### config.mk
export PLATFORM = sky130hd
export DESIGN_NAME = fetch_stage
export DESIGN_NICKNAME = d
export VERILOG_FILES = /design/src/rtl/arm_pkg.sv /design/src/rtl/if_id_reg.sv /design/src/rtl/fetch_stage.sv
export SDC_FILE = /design/constraint.sdc
export NUM_CORES = 1
export LEC_CHECK = 0
export CAP_MARGIN = 10
export CORE_UTILIZATION = 40
export CTS_CLUSTER_SIZE = 12
export DETAILED_ROUTE_END_ITERATION = 8
export PLACE_DENSITY = 0.84
export SLEW_MARGIN = 30
export SYNTH_ARGS = -nofsm -noshare
export SYNTH_HDL_FRONTEND = slang
export SYNTH_HIERARCHICAL = 1
export SYNTH_SLANG_ARGS = --single-unit
export TNS_END_PERCENT = 50
### constraint.sdc
create_clock -name clk -period 2.6 [get_ports clk]
set_clock_uncertainty 0.15 [all_clocks]
set_input_delay 0.26 -clock clk [delete_from_list [all_inputs] [get_ports clk]]
set_output_delay 0.26 -clock clk [all_outputs]
set_load 0.05 [all_outputs]
### src/rtl/arm_pkg.sv
// Shared definitions for the ARM fetch pipeline: word size, bubble encoding, fetch FSM states.
// Latency: n/a (types and constants only).
// Backpressure: n/a.
package arm_pkg;

  localparam int          WORD_BYTES   = 4;
  localparam logic [31:0] BUBBLE_INSTR = 32'h0;

  typedef enum logic {
    FETCH = 1'b0,
    HALT  = 1'b1
  } fetch_state_e;

endpackage

### src/rtl/if_id_reg.sv
// IF/ID pipeline register holding {PC+4, instruction, valid}.
// Latency: 1 cycle from inputs to outputs.
// Backpressure: freeze holds contents; flush (higher priority) loads a bubble.
import arm_pkg::*;

module if_id_reg (
  input  logic        clk,
  input  logic        rst,
  input  logic        freeze,
  input  logic        flush,
  input  logic [31:0] pc_in,
  input  logic [31:0] instr_in,
  input  logic        valid_in,
  output logic [31:0] pc_out,
  output logic [31:0] instr_out,
  output logic        valid_out
);

  logic [31:0] r_pc;
  logic [31:0] r_instr;
  logic        r_valid;

  // Reset and flush both load a bubble; flush wins over freeze so a redirect is never stalled.
  always_ff @(posedge clk) begin
    if (rst || flush) begin
      r_pc    <= 32'h0;
      r_instr <= BUBBLE_INSTR;
      r_valid <= 1'b0;
    end else if (!freeze) begin
      r_pc    <= pc_in;
      r_instr <= instr_in;
      r_valid <= valid_in;
    end
  end

  assign pc_out    = r_pc;
  assign instr_out = r_instr;
  assign valid_out = r_valid;

endmodule

### src/rtl/fetch_stage.sv
// Instruction fetch: PC register, next-PC selection, FETCH/HALT control, IF/ID register.
// Latency: imem_addr is combinational from pc; fetched word reaches IF/ID one cycle later.
// Backpressure: freeze holds pc, IF/ID and state; branch_taken overrides freeze and flushes IF/ID.
import arm_pkg::*;

module fetch_stage #(
  parameter logic [31:0] RESET_PC   = 32'h0000_0000,
  parameter logic [31:0] IMEM_BYTES = 32'd1024
) (
  input  logic        clk,
  input  logic        rst,
  input  logic        freeze,
  input  logic        branch_taken,
  input  logic [31:0] branch_addr,
  output logic [31:0] imem_addr,
  input  logic [31:0] imem_instr,
  output logic [31:0] if_id_pc,
  output logic [31:0] if_id_instr,
  output logic        if_id_valid,
  output logic        pc_oob
);

  fetch_state_e r_state;
  fetch_state_e w_state_nxt;
  logic [31:0]  r_pc;
  logic [31:0]  w_pc_nxt;
  logic [31:0]  w_pc_plus4;
  logic         w_pc_oob;
  logic         w_flush;
  logic         w_unused_baddr;

  assign w_pc_plus4 = r_pc + 32'(WORD_BYTES);
  assign w_pc_oob   = (r_pc >= IMEM_BYTES);
  // Redirect targets are forced word aligned, so the low bits are never consumed.
  assign w_unused_baddr = ^branch_addr[1:0];

  // PC and fetch state register.
  always_ff @(posedge clk) begin
    if (rst) begin
      r_pc    <= RESET_PC;
      r_state <= FETCH;
    end else begin
      r_pc    <= w_pc_nxt;
      r_state <= w_state_nxt;
    end
  end

  // Next-PC / next-state selection: branch > freeze > halt hold > range check > increment.
  always_comb begin
    w_pc_nxt    = r_pc;
    w_state_nxt = r_state;
    w_flush     = 1'b0;
    if (branch_taken) begin
      w_pc_nxt    = {branch_addr[31:2], 2'b00};
      w_state_nxt = FETCH;
      w_flush     = 1'b1;
    end else if (!freeze) begin
      if (r_state == HALT) begin
        w_flush = 1'b1;
      end else if (w_pc_oob) begin
        w_state_nxt = HALT;
        w_flush     = 1'b1;
      end else begin
        w_pc_nxt = w_pc_plus4;
      end
    end
  end

  assign imem_addr = r_pc;
  assign pc_oob    = (r_state == HALT);

  if_id_reg u_if_id_reg (
    .clk       (clk),
    .rst       (rst),
    .freeze    (freeze),
    .flush     (w_flush),
    .pc_in     (w_pc_plus4),
    .instr_in  (imem_instr),
    .valid_in  (1'b1),
    .pc_out    (if_id_pc),
    .instr_out (if_id_instr),
    .valid_out (if_id_valid)
  );

endmodule

==> flow_summary.rst <==
.. list-table::
   :header-rows: 1

   * - Metric
     - Value
   * - Outcome
     - complete, no violations
   * - Pin count of the biggest net entering global routing
     - 55
   * - Area occupied by multi-input gates
     - 2160 µm²
   * - Master cell of the clock root buffer
     - sky130_fd_sc_hd__clkbuf_8
   * - Synth Flop Type
     - sky130_fd_sc_hd__dfxtp_1
   * - Capturing element of the worst setup path
     - u_if_id_reg/pc_out[21]
   * - Detailed route wirelength on metal2
     - 5550 µm
   * - Final core occ
     - 59.8%
   * - Count of flip-flops with a built-in enable after synthesis
     - 0
   * - Startpoint of the lowest-slack hold path
     - freeze
   * - Reg-to-reg endpoint
     - u_if_id_reg/pc_out[21]
   * - Count of placed standard cells including taps
     - 731
   * - Ratio of routed vias to standard cells
     - 5.05
   * - Number of antenna violations at the first check in global routing
     - 0
   * - Net switching share of the total power
     - 27.6%
   * - Depth of the worst register-to-register path
     - 6
   * - Number of global-route vias before repair
     - 3665
   * - Class of the most critical hold timing path
     - in2reg
   * - NumNets Final
     - 676
   * - Switch Pwr
     - 0.938 mW
   * - Number of buffers added on ports
     - 161
   * - Synthesized instance count
     - 451
   * - Final slew viol count
     - 0
   * - Transition at the pin with the smallest max-transition slack
     - 0.708 ns
   * - # H-tree levels
     - 3
   * - Number of clock sinks
     - 96
   * - Sequential share of power
     - 46.7%
   * - Buffer count from post-CTS setup fixing
     - 0
   * - Placer's final routability congestion estimate
     - 0.827
   * - Length of the first detailed-routing pass in iterations
     - 4
   * - FFs w/ async S/R, synth
     - 0%
   * - Detail Route met3 WL
     - 743 µm
   * - Clock network fraction of design power
     - 35.3%
   * - Sum of internal, switching and leakage power
     - 3.40 mW
   * - Hold-fix buffers at CTS
     - 0
   * - Clock transition at path regs
     - 0.09 ns
   * - Final hold violation count
     - 0
   * - Total number of placement rows
     - 37
   * - Max IR drop VDD
     - 0.000441 V
   * - Global Route Usage Sum
     - 20.3%
   * - Kind of start point of the critical path
     - flip-flop
   * - Maximum count of clock buffers along a single path
     - 2
   * - Source of the worst register-to-register timing path
     - imem_addr[10]
   * - Number of buffers added by the clock tree synthesis step
     - 9
   * - Worst endpoint data arrival time
     - 2.44 ns
   * - Global-route wire length before repair
     - 18100 µm
   * - Congestion Overflow GR
     - 0
   * - Total number of yosys warnings
     - 6
   * - Post-route clock period utilization
     - 90.3%
   * - Die Outline Area
     - 11200 µm²
   * - Combinational cell fraction of total power
     - 18.1%
   * - Area inside the core boundary
     - 10400 µm²
   * - Setup total negative slack
     - 0 ns
   * - Static power due to leakage
     - 2.49 nW
   * - Worst relative slew slack
     - 52.4%
   * - Height of the die
     - 106 µm
   * - Final setup slack of the worst path
     - 0.253 ns
   * - I/O pin count
     - 166
   * - Syn Std Cell Area
     - 4320 µm²
   * - Setup crit start
     - imem_addr[10]
   * - Via count of the routed design
     - 3775
   * - Total of cells resized after clock tree synthesis
     - 0
   * - Detailed Route WL
     - 11200 µm
   * - Overall die width
     - 106 µm
   * - Share of layout cells above drive strength 1
     - 5.56%
   * - Growth of design area from synthesis to finish
     - 44.4%
   * - Min cycle time layout
     - 2.35 ns
   * - Crit Path Class
     - reg2reg
   * - Max frequency
     - 0.426 GHz
   * - Synthesis-stage register bit count
     - 96
   * - Antenna diode count
     - 0
   * - Worst Setup Slack post-DPL
     - 0.275 ns
   * - Final Non-Filler Cells
     - 747
   * - Routed metal-1 wirelength
     - 4660 µm
   * - Count of unresolved DRC violations after routing
     - 0
   * - Number of distinct library cells after synthesis
     - 44
   * - DPL Wire Length
     - 8270 µm
   * - CP endpoint kind
     - flip-flop
   * - Cell-by-cell trace of the critical path
     - nand4_4 > or4_1 > nor3_1 > xor2_1 > mux2i_1 > nor2_1
   * - Unrepaired setup endpoints after global routing
     - no
   * - Highest metal layer with signal wires
     - met4
   * - Average instance area after synthesis
     - 9.57 µm²
   * - Initial standard-cell utilization of the core
     - 41.5%
   * - Final setup violation count
     - 0
   * - Storage element area
     - 1920 µm²
   * - Sequential cell area fraction in the yosys report
     - 44.5%
   * - Worst-skew pair later-pin latency
     - 0.36 ns
   * - R2R Setup Slk
     - 0.25 ns
   * - Largest stage delay on the critical path
     - 0.77 ns
   * - Post-detailed-route count of antenna-violating nets
     - 0
   * - Cell Pwr Density
     - 545 nW/µm²
   * - Filler Cells Inserted
     - 881
   * - Number of DRC markers after the initial detailed-route iteration
     - 112
   * - Worst path slowest cell
     - sky130_fd_sc_hd__or4_1
   * - Average detailed-routed wire length per instance
     - 15.0 µm
   * - CTS tree
     - built
   * - Critical path data required time
     - 2.69 ns
   * - Max_cap viols
     - 0
   * - Internal Pwr Total
     - 2.46 mW
   * - Max Fanout on Critical Path
     - 10
[worst max-delay path: cells and delay by family (launching register included)]
kind	cells	cell delay [ns]
AND/OR/NAND/NOR	4	1.26
flip-flops	1	0.54
multiplexers	1	0.16
XOR/XNOR	1	0.11
[routing by layer]
layer,vias to the layer above,global-route usage (%)
met5,-,0
met4,0,8.43
met3,19,4.84
met2,143,34.2
met1,1763,24.6
li1,1850,-
[area by class of cell]
cell class	instances	share of cell area, %
well taps	136	2.73
clock buffers	10	2.21
multi-input cells	319	34.7
repair buffers	170	27.1
flip-flops and latches	96	30.8
inverters	10	0.602
clock inverters	6	1.85
[synth_stat cells (all sizes together) (5+ instances only)]
master | number | area share, %
and4 | 5 | 1.0
nand3 | 16 | 1.9
nand4 | 7 | 1.4
xnor2 | 15 | 3.0
clkbuf | 8 | 0.70
buf | 21 | 4.3
mux2i | 87 | 20
nand2 | 15 | 1.3
dfxtp | 96 | 45
nor4 | 9 | 1.7
xor2 | 13 | 2.6
inv | 10 | 0.87
nor3 | 12 | 1.5
nor2 | 98 | 8.5
[worst min path at each step]
stage	to	cells past startpoint
floorplan	imem_addr[4]	2
global placement	u_if_id_reg/pc_out[1]	2
detailed placement	u_if_id_reg/valid_out	2
CTS	u_if_id_reg/pc_out[16]	3
global route	u_if_id_reg/pc_out[18]	3
finish	u_if_id_reg/pc_out[16]	3
[cell families (layout without fill, tap and decap cells)]
kind of cell             Yosys count  in the layout  synth area share [%]
AO/OA/AOI/OAI                     20             20                  3.36
other                              2              5                 0.174
XOR/XNOR                          28             28                  5.68
flip-flops                        96             96                  44.5
AND/OR/NAND/NOR                  177            177                  19.7
adder cells (fa/ha/maj)            2              2                 0.579
buffers and inverters             39            196                  5.82
multiplexers                      87             87                  20.2
[through the flow]
stage	hold slack, ns	cell area (µm²)
detailed placement	0.334	5970
global route	0.187	6230
floorplan	0.247	4330
global placement	0.324	5970
finish	0.190	6230
CTS	0.177	6230
[flip-flops by register name, indices dropped and copies added (netlist names)]
register / flops
u_if_id_reg/pc_out: 32
u_if_id_reg/valid_out: 1
pc_oob: 1
u_if_id_reg/instr_out: 32
imem_addr: 30
[cell usage in the layout, fill, tap and decap left out, drive strengths merged, types with 9 or more instances in the layout]
cell           count
buf               10
xor2              13
nor3              12
inv               11
nand3             16
clkdlybuf4s50    160
nand2             15
xnor2             15
dfxtp             96
mux2i             87
nor4               9
clkbuf            10
nor2              98
[power by group through the flow]
stage                     clock [mW]  combinational (mW)  sequential (mW)
after detailed placement           0               0.613             1.62
after global routing            1.29               0.651             1.59
after CTS                       1.22               0.615             1.58
after floorplan                    0               0.230             1.76
final                           1.20               0.613             1.59
after global placement             0               0.602             1.61
Power figures use the tool's default switching activity.
